==> src/rtl/interrupt_controller_if.sv <==
// Register bus between the CPU memory map and the interrupt controller (IF/IE access).
interface interrupt_controller_if;
  logic [15:0] i_Addr;
  logic [7:0]  i_Data;
  logic        i_Write;
  logic [7:0]  o_Data;

  modport master (output i_Addr, output i_Data, output i_Write, input  o_Data);
  modport slave  (input  i_Addr, input  i_Data, input  i_Write, output o_Data);
endinterface

==> src/rtl/interrupt_controller.sv <==
// Game Boy interrupt controller: IF edge capture, IE, IME sequencing and vector dispatch.
// Define INTC_EI_DELAY_EN to delay IME by one instruction after EI (ARM1/ARM2 path).
module interrupt_controller #(
  parameter logic [15:0] IF_ADDR = 16'hFF0F,
  parameter logic [15:0] IE_ADDR = 16'hFFFF
) (
  input  logic                  i_Clk,
  input  logic                  i_nRst,
  input  logic                  i_Enable,
  input  logic [4:0]            i_Irq_Sources,
  interrupt_controller_if.slave bus,
  output logic [4:0]            o_Interrupts,
  output logic                  o_Irq_Request,
  input  logic                  i_Ack,
  output logic [7:0]            o_Vector,
  output logic                  o_Vector_Valid,
  input  logic                  i_EI,
  input  logic                  i_DI,
  input  logic                  i_RETI,
  input  logic                  i_Instr_Boundary
);
  typedef enum logic [1:0] {IDLE_OFF, ARM1, ARM2, ON} ime_state_e;

  ime_state_e ime_q, ime_d;
  logic [4:0] prev_q, prev_d, if_q, if_d;
  logic [7:0] ie_q, ie_d, vector_q, vector_d;
  logic       vld_q, vld_d;

  logic [4:0] pending, edges, ack_clear;
  logic [7:0] win_vec;
  logic       ack, wr_if, wr_ie;

  assign pending = if_q & ie_q[4:0];
  assign edges   = i_Irq_Sources & ~prev_q;
  assign ack     = i_Ack & i_Enable;
  assign wr_if   = bus.i_Write & (bus.i_Addr == IF_ADDR);
  assign wr_ie   = bus.i_Write & (bus.i_Addr == IE_ADDR);

  // x & -x isolates the lowest set bit, i.e. the highest-priority request
  assign ack_clear = ack ? (pending & (~pending + 5'd1)) : 5'd0;

  always_comb begin
    win_vec = 8'h00;
    for (int i = 4; i >= 0; i--)
      if (pending[i]) win_vec = 8'h40 + 8'(8 * i);
  end

  always_comb begin
    prev_d   = prev_q;
    if_d     = if_q;
    ie_d     = ie_q;
    vector_d = vector_q;
    vld_d    = ack;
    if (i_Enable) begin
      prev_d = i_Irq_Sources;
      // write first, then ack clear, and a fresh edge always survives both
      if_d   = ((wr_if ? bus.i_Data[4:0] : if_q) & ~ack_clear) | edges;
      if (wr_ie) ie_d = bus.i_Data;
      if (ack) vector_d = win_vec;
    end
  end

  always_comb begin
    ime_d = ime_q;
    if (i_Enable) begin
      if (i_DI || i_Ack) ime_d = IDLE_OFF;
      else if (i_RETI)   ime_d = ON;
      else begin
        case (ime_q)
          IDLE_OFF: if (i_EI) begin
`ifdef INTC_EI_DELAY_EN
            ime_d = ARM1;
`else
            ime_d = ON;
`endif
          end
          ARM1:     if (i_Instr_Boundary) ime_d = ARM2;
          ARM2:     if (i_Instr_Boundary) ime_d = ON;
          default:  ime_d = ime_q;
        endcase
      end
    end
  end

  always_ff @(posedge i_Clk or negedge i_nRst) begin
    if (!i_nRst) begin
      ime_q    <= IDLE_OFF;
      prev_q   <= '0;
      if_q     <= '0;
      ie_q     <= '0;
      vector_q <= '0;
      vld_q    <= 1'b0;
    end else begin
      ime_q    <= ime_d;
      prev_q   <= prev_d;
      if_q     <= if_d;
      ie_q     <= ie_d;
      vector_q <= vector_d;
      vld_q    <= vld_d;
    end
  end

  assign bus.o_Data     = (bus.i_Addr == IF_ADDR) ? {3'b111, if_q} :
                          (bus.i_Addr == IE_ADDR) ? ie_q : 8'h00;
  assign o_Interrupts   = pending;
  assign o_Irq_Request  = (ime_q == ON) & (|pending);
  assign o_Vector       = vector_q;
  assign o_Vector_Valid = vld_q & i_Enable;
endmodule

==> src/flat_wrapper.sv <==
// flat-port wrapper written by rule: the top's interface ports become plain ports
module interrupt_controller_flat 
#(
  parameter logic [15:0] IF_ADDR = 16'hFF0F,
  parameter logic [15:0] IE_ADDR = 16'hFFFF
)
  (i_Clk, i_nRst, i_Enable, i_Irq_Sources, o_Interrupts, o_Irq_Request, i_Ack, o_Vector, o_Vector_Valid, i_EI, i_DI, i_RETI, i_Instr_Boundary, bus_i_Addr, bus_i_Data, bus_i_Write, bus_o_Data);
  interrupt_controller_if bus_i ();
  input  logic i_Clk;
  input  logic i_nRst;
  input  logic i_Enable;
  input  logic [4:0] i_Irq_Sources;
  output logic [4:0] o_Interrupts;
  output logic o_Irq_Request;
  input  logic i_Ack;
  output logic [7:0] o_Vector;
  output logic o_Vector_Valid;
  input  logic i_EI;
  input  logic i_DI;
  input  logic i_RETI;
  input  logic i_Instr_Boundary;
  input wire logic [$bits(bus_i.i_Addr)-1:0] bus_i_Addr;
  input wire logic [$bits(bus_i.i_Data)-1:0] bus_i_Data;
  input wire logic [$bits(bus_i.i_Write)-1:0] bus_i_Write;
  output wire logic [$bits(bus_i.o_Data)-1:0] bus_o_Data;
  assign bus_i.i_Addr = bus_i_Addr;
  assign bus_i.i_Data = bus_i_Data;
  assign bus_i.i_Write = bus_i_Write;
  assign bus_o_Data = bus_i.o_Data;
  interrupt_controller #(.IF_ADDR(IF_ADDR), .IE_ADDR(IE_ADDR)) u_core (.i_Clk(i_Clk), .i_nRst(i_nRst), .i_Enable(i_Enable), .i_Irq_Sources(i_Irq_Sources), .bus(bus_i), .o_Interrupts(o_Interrupts), .o_Irq_Request(o_Irq_Request), .i_Ack(i_Ack), .o_Vector(o_Vector), .o_Vector_Valid(o_Vector_Valid), .i_EI(i_EI), .i_DI(i_DI), .i_RETI(i_RETI), .i_Instr_Boundary(i_Instr_Boundary));
endmodule
==> config.mk <==
export PLATFORM = sky130hd
export DESIGN_NAME = interrupt_controller_flat
export DESIGN_NICKNAME = d
export VERILOG_FILES = /design/src/rtl/interrupt_controller_if.sv /design/src/rtl/interrupt_controller.sv /design/src/flat_wrapper.sv
export SDC_FILE = /design/constraint.sdc
export NUM_CORES = 1
export LEC_CHECK = 0
export CAP_MARGIN = 20
export CORE_MARGIN = 1.5
export CORE_UTILIZATION = 43
export CTS_BUF_LIST = sky130_fd_sc_hd__clkbuf_2 sky130_fd_sc_hd__clkbuf_4 sky130_fd_sc_hd__clkbuf_8
export DETAILED_ROUTE_END_ITERATION = 10
export PLACE_DENSITY = 0.91
export RECOVER_POWER = 100
export SLEW_MARGIN = 30
export SYNTH_ARGS = -nofsm -noshare
export SYNTH_HDL_FRONTEND = slang
export SYNTH_SLANG_ARGS = --single-unit
==> constraint.sdc <==
create_clock -name i_Clk -period 1.7 [get_ports i_Clk]
set_clock_uncertainty 0.05 [all_clocks]
set_input_delay 0.255 -clock i_Clk [delete_from_list [all_inputs] [get_ports i_Clk]]
set_output_delay 0.255 -clock i_Clk [all_outputs]
set_load 0.01 [all_outputs]
Yosys cells after proc, flatten, opt, wreduce, memory -nomap -nowiden
Index checks and enable logic that the tools add are counted.
{ "op_classes": {"n_mux": 15, "n_bitwise": 13, "n_eq_ne": 8, "reduce_logical": 7, "addsub": 1} }
{ "op_table": {"columns": ["cell", "count"], "rows": [
  ["$mux W8", 6],
  ["$eq A16 B16 Y1 const B", 2],
  ["$and A5 B5 Y5", 4],
  ["$not A5 Y5", 3],
  ["$ne A4 B3 Y1 const B", 3],
  ["$mux W2", 5],
  ["$mux W5", 2],
  ["$mux W7", 1],
  ["$pmux W2 S3", 1],
  ["$add A5 B1 Y5 const B", 1],
  ["$and A1 B1 Y1", 5],
  ["$or A5 B5 Y5", 1],
  ["$reduce_and A5 Y1", 1],
  ["$reduce_bool A5 Y1", 1],
  ["$reduce_or A5 Y1", 1],
  ["$eq A2 B2 Y1 const B", 2],
  ["$reduce_and A2 Y1", 2],
  ["$eq A2 B1 Y1 const B", 1],
  ["$logic_not A2 Y1", 1],
  ["$logic_or A1 B1 Y1", 1]
]} }
{ "word_totals": {"output_inout_bits": 23, "elab_cells": 50, "reg_bits": 29, "in_bits": 38} }

Logic depth before layout (Yosys ltp)
{ "logic_depth": {"depth_word": 8, "depth_mapped": 6, "depth_no_buf": 5} }

Worst setup path after synthesis
No wires, ideal clock.
{ "synth_path": {"path_kind": "input-to-output", "from": "input port bus_i_Addr[4]", "to": "output port bus_o_Data[0]", "path_slack_ns": 0.073, "path_stages": 4, "required_time_ns": 1.395, "n_path_buf": 1, "arrival_time_ns": 1.322, "path_cell_list": "or4_4 > nor4_4 > buf_6 > a22o_1"} }
{ "synth_via": {"elab_chain_cells": 3, "word_cells_on_any_way": 4, "classes_between": "2 x eq/ne; 2 x mux"} }
{ "synth_rtl": {"columns": ["element", "line_no", "source"], "rows": [
  ["start, declared", "flat_wrapper.sv:22", "input wire logic [$bits(bus_i.i_Addr)-1:0] bus_i_Addr;"],
  ["$eq A16 B16 Y1", "interrupt_controller.sv:104", "(bus.i_Addr == IE_ADDR) ? ie_q : 8'h00;"],
  ["$mux W8", "interrupt_controller.sv:104", null],
  ["$mux W8 (*)", "interrupt_controller.sv:103", "assign bus.o_Data = (bus.i_Addr == IF_ADDR) ? {3'b111, if_q} :"],
  ["end, declared", "flat_wrapper.sv:25", "output wire logic [$bits(bus_i.o_Data)-1:0] bus_o_Data;"]
]} }
Every way passes the cells marked *; elsewhere a longest branch is shown, timed or not.

Final worst setup path
{ "layout_path": {"from": "input port bus_i_Addr[6]", "to": "output port bus_o_Data[1]"} }
Same word-level chain as after synthesis.

==> flow_summary_export.csv <==
group,metric,value,unit
global_route,first_pass_grt_wire_length,7.065,mm
critical_path,crit_buf_inv,5,
critical_path,worstRegToRegCells,6,
layout,finalInstanceArea,0.002320,mm2
status,failing_checks,"negative setup slack",
yosys,synthFlopType,"dfrtp_1",
place,gp_routability_congestion,0.9429,
pwr,pwr_density_cell,480.2,mW/mm2
critical_path,worstSetupPathType,"input pin to output port",
clocking,tritoncts_clock_tree,"yes",
sta,setup_viol_count_final,21,
sta,final_min_period_over_clock_period,120.0,%
layout,share_of_layout_cells_above_drive_strength_1,34.03,%
sta,worst_slew_pin_slew,634.8,ps
yosys,asyncSetResetFlopFracSynth,100.0,%
critical_path,crit_path_frequent_cell,"buf_6",
detailed_routing,route.detailed.drc,0,
critical_path,crit_family,"simple AND/OR/NAND/NOR gates",
critical_path,crit_path_top_delay_cell,"or4_4",
yosys,ys_types,39,
critical_path,worstPathArrival,1730,ps
run,timing.max_cap.violations,0,
clocking,htreeDepth,1,
yosys,postSynthAreaPerCell,10.12,um2
critical_path,r2r_setup_slack,110,ps
sta,maxClockFrequency,490.3,MHz
clocking,buffer_levels_on_the_longest_clock_path,2,
clocking,cts.sink_count,25,
yosys,synth_seq_cells,25,
critical_path,reg2reg_to,"u_core.if_q[4]",
pwr,power.leakage,1.188,nW
critical_path,crit_end,"bus_o_Data[1]",
critical_path,path_max_fanout,2,
global_route,initial_antenna_violation_count,0,
place,place_hpwl,3.085,mm
status,run_status,"finished with violations",
floorplanning,core_area,0.003028,mm2
place,dpl-instance-area,0.002161,mm2
layout,layout.nets,277,
global_route,grt_max_degree,26,
critical_path,regToRegStartpoint,"u_core.if_q[2]",
sta,max_slew_margin,57.68,%
critical_path,critPathLaunchType,"input pin",
place,port_buffers,56,
critical_path,end_kind,"output port",
global_route,grt.overflow.total,0,
detailed_routing,drt_first_iter_violations,68,
clocking,worstSkewPairLatency,320,ps
floorplanning,floorplan.initialDensity,45.12,%
floorplanning,die_w,59.37,um
sta,finalCriticalPeriod,2040,ps
critical_path,cp_slowest_stage_delay,560,ps
detailed_routing,drt.antenna.violating_nets,0,
critical_path,critical_path.cell_chain,"buf_6 -> or4_4 -> nor4_4 -> buf_4 -> buf_6 -> buf_6 -> a22o_1 -> buf_2",
layout,antenna_cells,0,
critical_path,startpoint,"bus_i_Addr[6]",
clocking,cts_inserted_buffers,3,
sta,rsz0062_at_grt,"true",
clocking,postCtsHoldBufs,0,
clocking,clk_transition_reported_paths,140,ps
detailed_routing,finalWirelength,4.791,mm
floorplanning,die_h,59.37,um
sta,finalHoldViolations,0,
sta,final-max-slew-violation-count,0,
yosys,ys.warnings.count,0,
critical_path,critical_path_cell_count,8,
layout,final_core_util,76.61,%
layout,mostFrequentLayoutCell,"buf_4",
floorplanning,count_of_pins_on_the_block_boundary,61,
critical_path,worst-endpoint-required,1390,ps
sta,final.setup.worst_slack,-339.7,ps
yosys,synth-seq-area-share,45.79,%
detailed_routing,routed-via-count,1540,
global_route,global_route_usage_sum,26.51,%
floorplanning,core.rowCount,20,
pwr,power.ir.vdd_worst,0.3843,mV
yosys,post_synth_inst_count,135,
yosys,synth_area,0.001366,mm2
global_route,first_global_vias,1581,
detailed_routing,dr.pass1.iters,4,
floorplanning,floorplan_die_area,0.003525,mm2
clocking,clock_tree.root_cell,"clkbuf_4",
detailed_routing,via_per_inst,5.461,
layout,flow.area_growth_from_synthesis,69.78,%
detailed_routing,post_drt_wl_per_cell,16.99,um
yosys,number_of_enable_flip_flop_cells_after_synthesis,0,
hold_path,min_path_type,"input pin to asynchronous set/reset pin",
layout,most-common-layout-cells,"buf_4, dfrtp_1, clkdlybuf4s50_1",
[report_power, final]
part / internal [mW] / switching, mW
sequential: 0.615 / 0.0138
clock: 0.108 / 0.182
combinational: 0.106 / 0.0890
[sequential cells by signal, summed over array words and instances, names as in the netlist]
| signal | count |
|---|---|
| u_core.ie_q | 8 |
| u_core.if_q | 5 |
| u_core.prev_q | 5 |
| u_core.o_Vector | 4 |
| u_core.ime_q | 2 |
| u_core.vld_q | 1 |
[metrics by stage]
step / total power [mW] / setup WS, ps / instances / TNS (ps) / hold slack, ps
2_1_floorplan: 0.7021 / 73.08 / 138 / 0 / -90.59
3_3_place_gp: 0.8273 / -840.8 / 260 / -10730 / 415.9
3_5_place_dp: 0.8356 / -867.9 / 260 / -11770 / 430.7
4_1_cts: 1.107 / -315.7 / 284 / -1864 / 245.8
5_1_grt: 1.152 / -371.1 / 282 / -4381 / 454.5
6_report: 1.114 / -339.7 / 282 / -2665 / 410.8
[area by class of cell]
| cell class | count | area, um2 |
|---|---|---|
| multi-input cells | 95 | 713.2 |
| repair buffers | 103 | 854.6 |
| clock buffers | 4 | 30.03 |
| flip-flops and latches | 25 | 625.6 |
| fillers | 210 | 708.2 |
| well taps | 44 | 55.05 |
| inverters | 11 | 41.29 |
[worst register-to-register path, cell delays in order (launching register included)]
cell and delay [ps]:
dfrtp_1 410, buf_4 140, a22oi_2 180, buf_4 150, nand3_1 110, o32a_1 340, o31a_1 100
[synth_stat cells (2+ instances only)]
master | instances | share of area (%)
dfrtp_1 | 25 | 46
nand2_1 | 16 | 4.4
inv_1 | 10 | 2.7
mux2_2 | 9 | 7.4
nand4_1 | 9 | 4.1
o21ai_0 | 9 | 3.3
a22o_1 | 5 | 3.2
and2_1 | 5 | 2.3
a21oi_1 | 4 | 1.5
buf_4 | 4 | 2.2
nand3b_1 | 3 | 1.6
nor2_1 | 3 | 0.82
o221ai_1 | 3 | 1.9
a21o_1 | 2 | 1.1
a22oi_1 | 2 | 1.1
nand3_1 | 2 | 0.73
o31a_1 | 2 | 1.3
[cells by family after synthesis]
logic type | after synthesis | share of synthesized area (%)
AOI/OAI and AO/OA | 36 | 19.41
buffers and inverters | 18 | 6.684
DFF | 25 | 45.79
muxes | 10 | 8.150
other | 1 | 0.2745
and+or+nand+nor | 45 | 19.69
[routing by layer]
layer / global-route usage, % / vias to the layer above / part of all wire (%)
met3: 5.895 / 17 / 5.7
met1: 30.36 / 746 / 38
met2: 48.04 / 78 / 52
met4: 9.091 / 0 / 3.5
li1: - / 699 / -
met5: 0 / - / 0
[how the worst min path moves through the flow]
stage,cells past startpoint,slack [ps],endpoint,startpoint
after detailed placement,2,430,u_core.o_Vector[4],u_core.o_Vector[4]
final,2,410,u_core.ie_q[1],i_nRst
after global placement,2,420,u_core.o_Vector[4],u_core.o_Vector[4]
after floorplan,0,-90,u_core.ie_q[0],i_nRst
after global routing,2,450,u_core.ie_q[1],i_nRst
after CTS,2,250,u_core.ie_q[7],i_nRst
[timing repair]
action | 4_1_cts | 5_1_grt
buffers inserted | 22 | 1
pin swaps | 11 | 14
endpoints found under the setup margin | 28 | 23
gates resized for setup | 79 | 14
No activity file was read; power rests on OpenSTA's default activity.
==> edit, RTL diff (same settings) <==
The 4 states of `ime_state_e` get a one-hot encoding in 4 bits.
--- a/src/rtl/interrupt_controller.sv
+++ b/src/rtl/interrupt_controller.sv
@@ -20,5 +20,5 @@
   input  logic                  i_Instr_Boundary
 );
-  typedef enum logic [1:0] {IDLE_OFF, ARM1, ARM2, ON} ime_state_e;
+  typedef enum logic [3:0] {IDLE_OFF = 4'b0001, ARM1 = 4'b0010, ARM2 = 4'b0100, ON = 4'b1000} ime_state_e;
 
   ime_state_e ime_q, ime_d;
Behaviour: same outputs for any inputs over 4 cycles, from zero or initial values and one cycle with i_nRst low; so few cycles prove little.
==> edit against the original RTL <==
- the flow still finishes with violations (setup timing)
- routed wire length rose by 4.2%
- final cell count fell by 6.0%
- maximum frequency rose by 7.1%
- clock power barely moved
- critical path depth fell by 1
- design area rose by 0.70%
- worst setup slack improved by 0.13 ns
- sequential share of layout area fell by 0.13 points
- synthesized area fell by 2.1%
- worst hold slack got worse by 0.024 ns
- sequential cell count did not move
- total power fell by 2.5%
- critical endpoint is now bus_o_Data[0]
==> edit: results (changes against the original RTL) <==
| Metric | Value |
|---|---|
| Drt first-iter violations | `136 (was 68)` |
| Met2 Usage GRT | `0.563 (was 0.480)` |
| Final setup violation count | `15 (was 21)` |
| Detail Route met3 WL | `289 um (was 271 um)` |
| Layout cell share with drive strength beyond 1 | `0.379 (was 0.340)` |
| Status | `complete, but fails checks (unchanged)` |
| Final setup margin | `-0.205 ns (was -0.340 ns)` |
| Failing checks | `setup timing (unchanged)` |
| Met3 Use GR | `0.0505 (was 0.0590)` |
| Inverters, non-clock | `10 (was 11)` |
| RR Startpoint | `u_core.if_q[0] (was u_core.if_q[2])` |
| Fin nets | `271 (was 277)` |
| Non-clock buffers | `99 (was 103)` |
| CP Capture Point | `bus_o_Data[0] (was bus_o_Data[1])` |
| Clock buf/inv share | `0.0129 (about the same)` |
| Via density | `5.89 (was 5.46)` |
| Register area share after synthesis | `0.469 (was 0.458)` |
| R2R Path End | `u_core.if_q[1] (was u_core.if_q[4])` |
| Port bufs | `55 (was 56)` |
| Worst reg2reg setup slack | `0.06 ns (was 0.11 ns)` |
| Pleak | `1.17 nW (was 1.19 nW)` |
| WL met2 | `2.70 mm (was 2.51 mm)` |
| Worst setup startpoint | `bus_i_Addr[4] (was bus_i_Addr[6])` |
| Detail Placement HPWL | `3.17 mm (was 3.08 mm)` |
| Multi-input gate area | `736 um^2 (was 713 um^2)` |
| Fill cells | `189 (was 210)` |
| Met1 Resource Use GR | `0.304 (about the same)` |
| RD Place Congestion | `0.825 (was 0.943)` |
| Met1 wire length | `1.72 mm (was 1.84 mm)` |
| Area contributors post-synth | `dfrtp_1, mux2_2, nand2_1, nand4_1, a22o_2 (was dfrtp_1, mux2_2, nand2_1, nand4_1, o21ai_0)` |
## edit: where the power goes
part           switching [mW]  internal (mW)
clock network           0.199         0.0902
registers              0.0118          0.614
logic                  0.0766         0.0943
total                   0.288          0.799
## edit: through the flow
stage,hold WS [ns],setup WS (ns),instance area (um^2),setup TNS (ns),util
CTS,0.229,-0.298,2300,-2.04,0.766
global route,0.447,-0.267,2340,-3.64,0.778
finish,0.387,-0.205,2340,-2.16,0.778
global placement,0.404,-0.847,2100,-12.11,0.700
floorplan,-0.0906,0.0759,1350,0,-
detailed placement,0.419,-0.910,2100,-13.48,0.700
## edit: timing repair
| action | 4_1_cts | 5_1_grt |
|---|---|---|
| hold buffers | 0 | 0 |
| setup buffers | 14 | 4 |
| hold endpoints to repair | 0 | 0 |
| gates resized for setup | 96 | 19 |
| endpoints found under the setup margin | 28 | 16 |
| pin swaps | 14 | 8 |
## edit: worst max-delay path: cells and delay by family
kind | cells | cell delay [ns]
buf+inv | 4 | 0.48
compound gates | 1 | 0.14
simple gates | 2 | 0.73
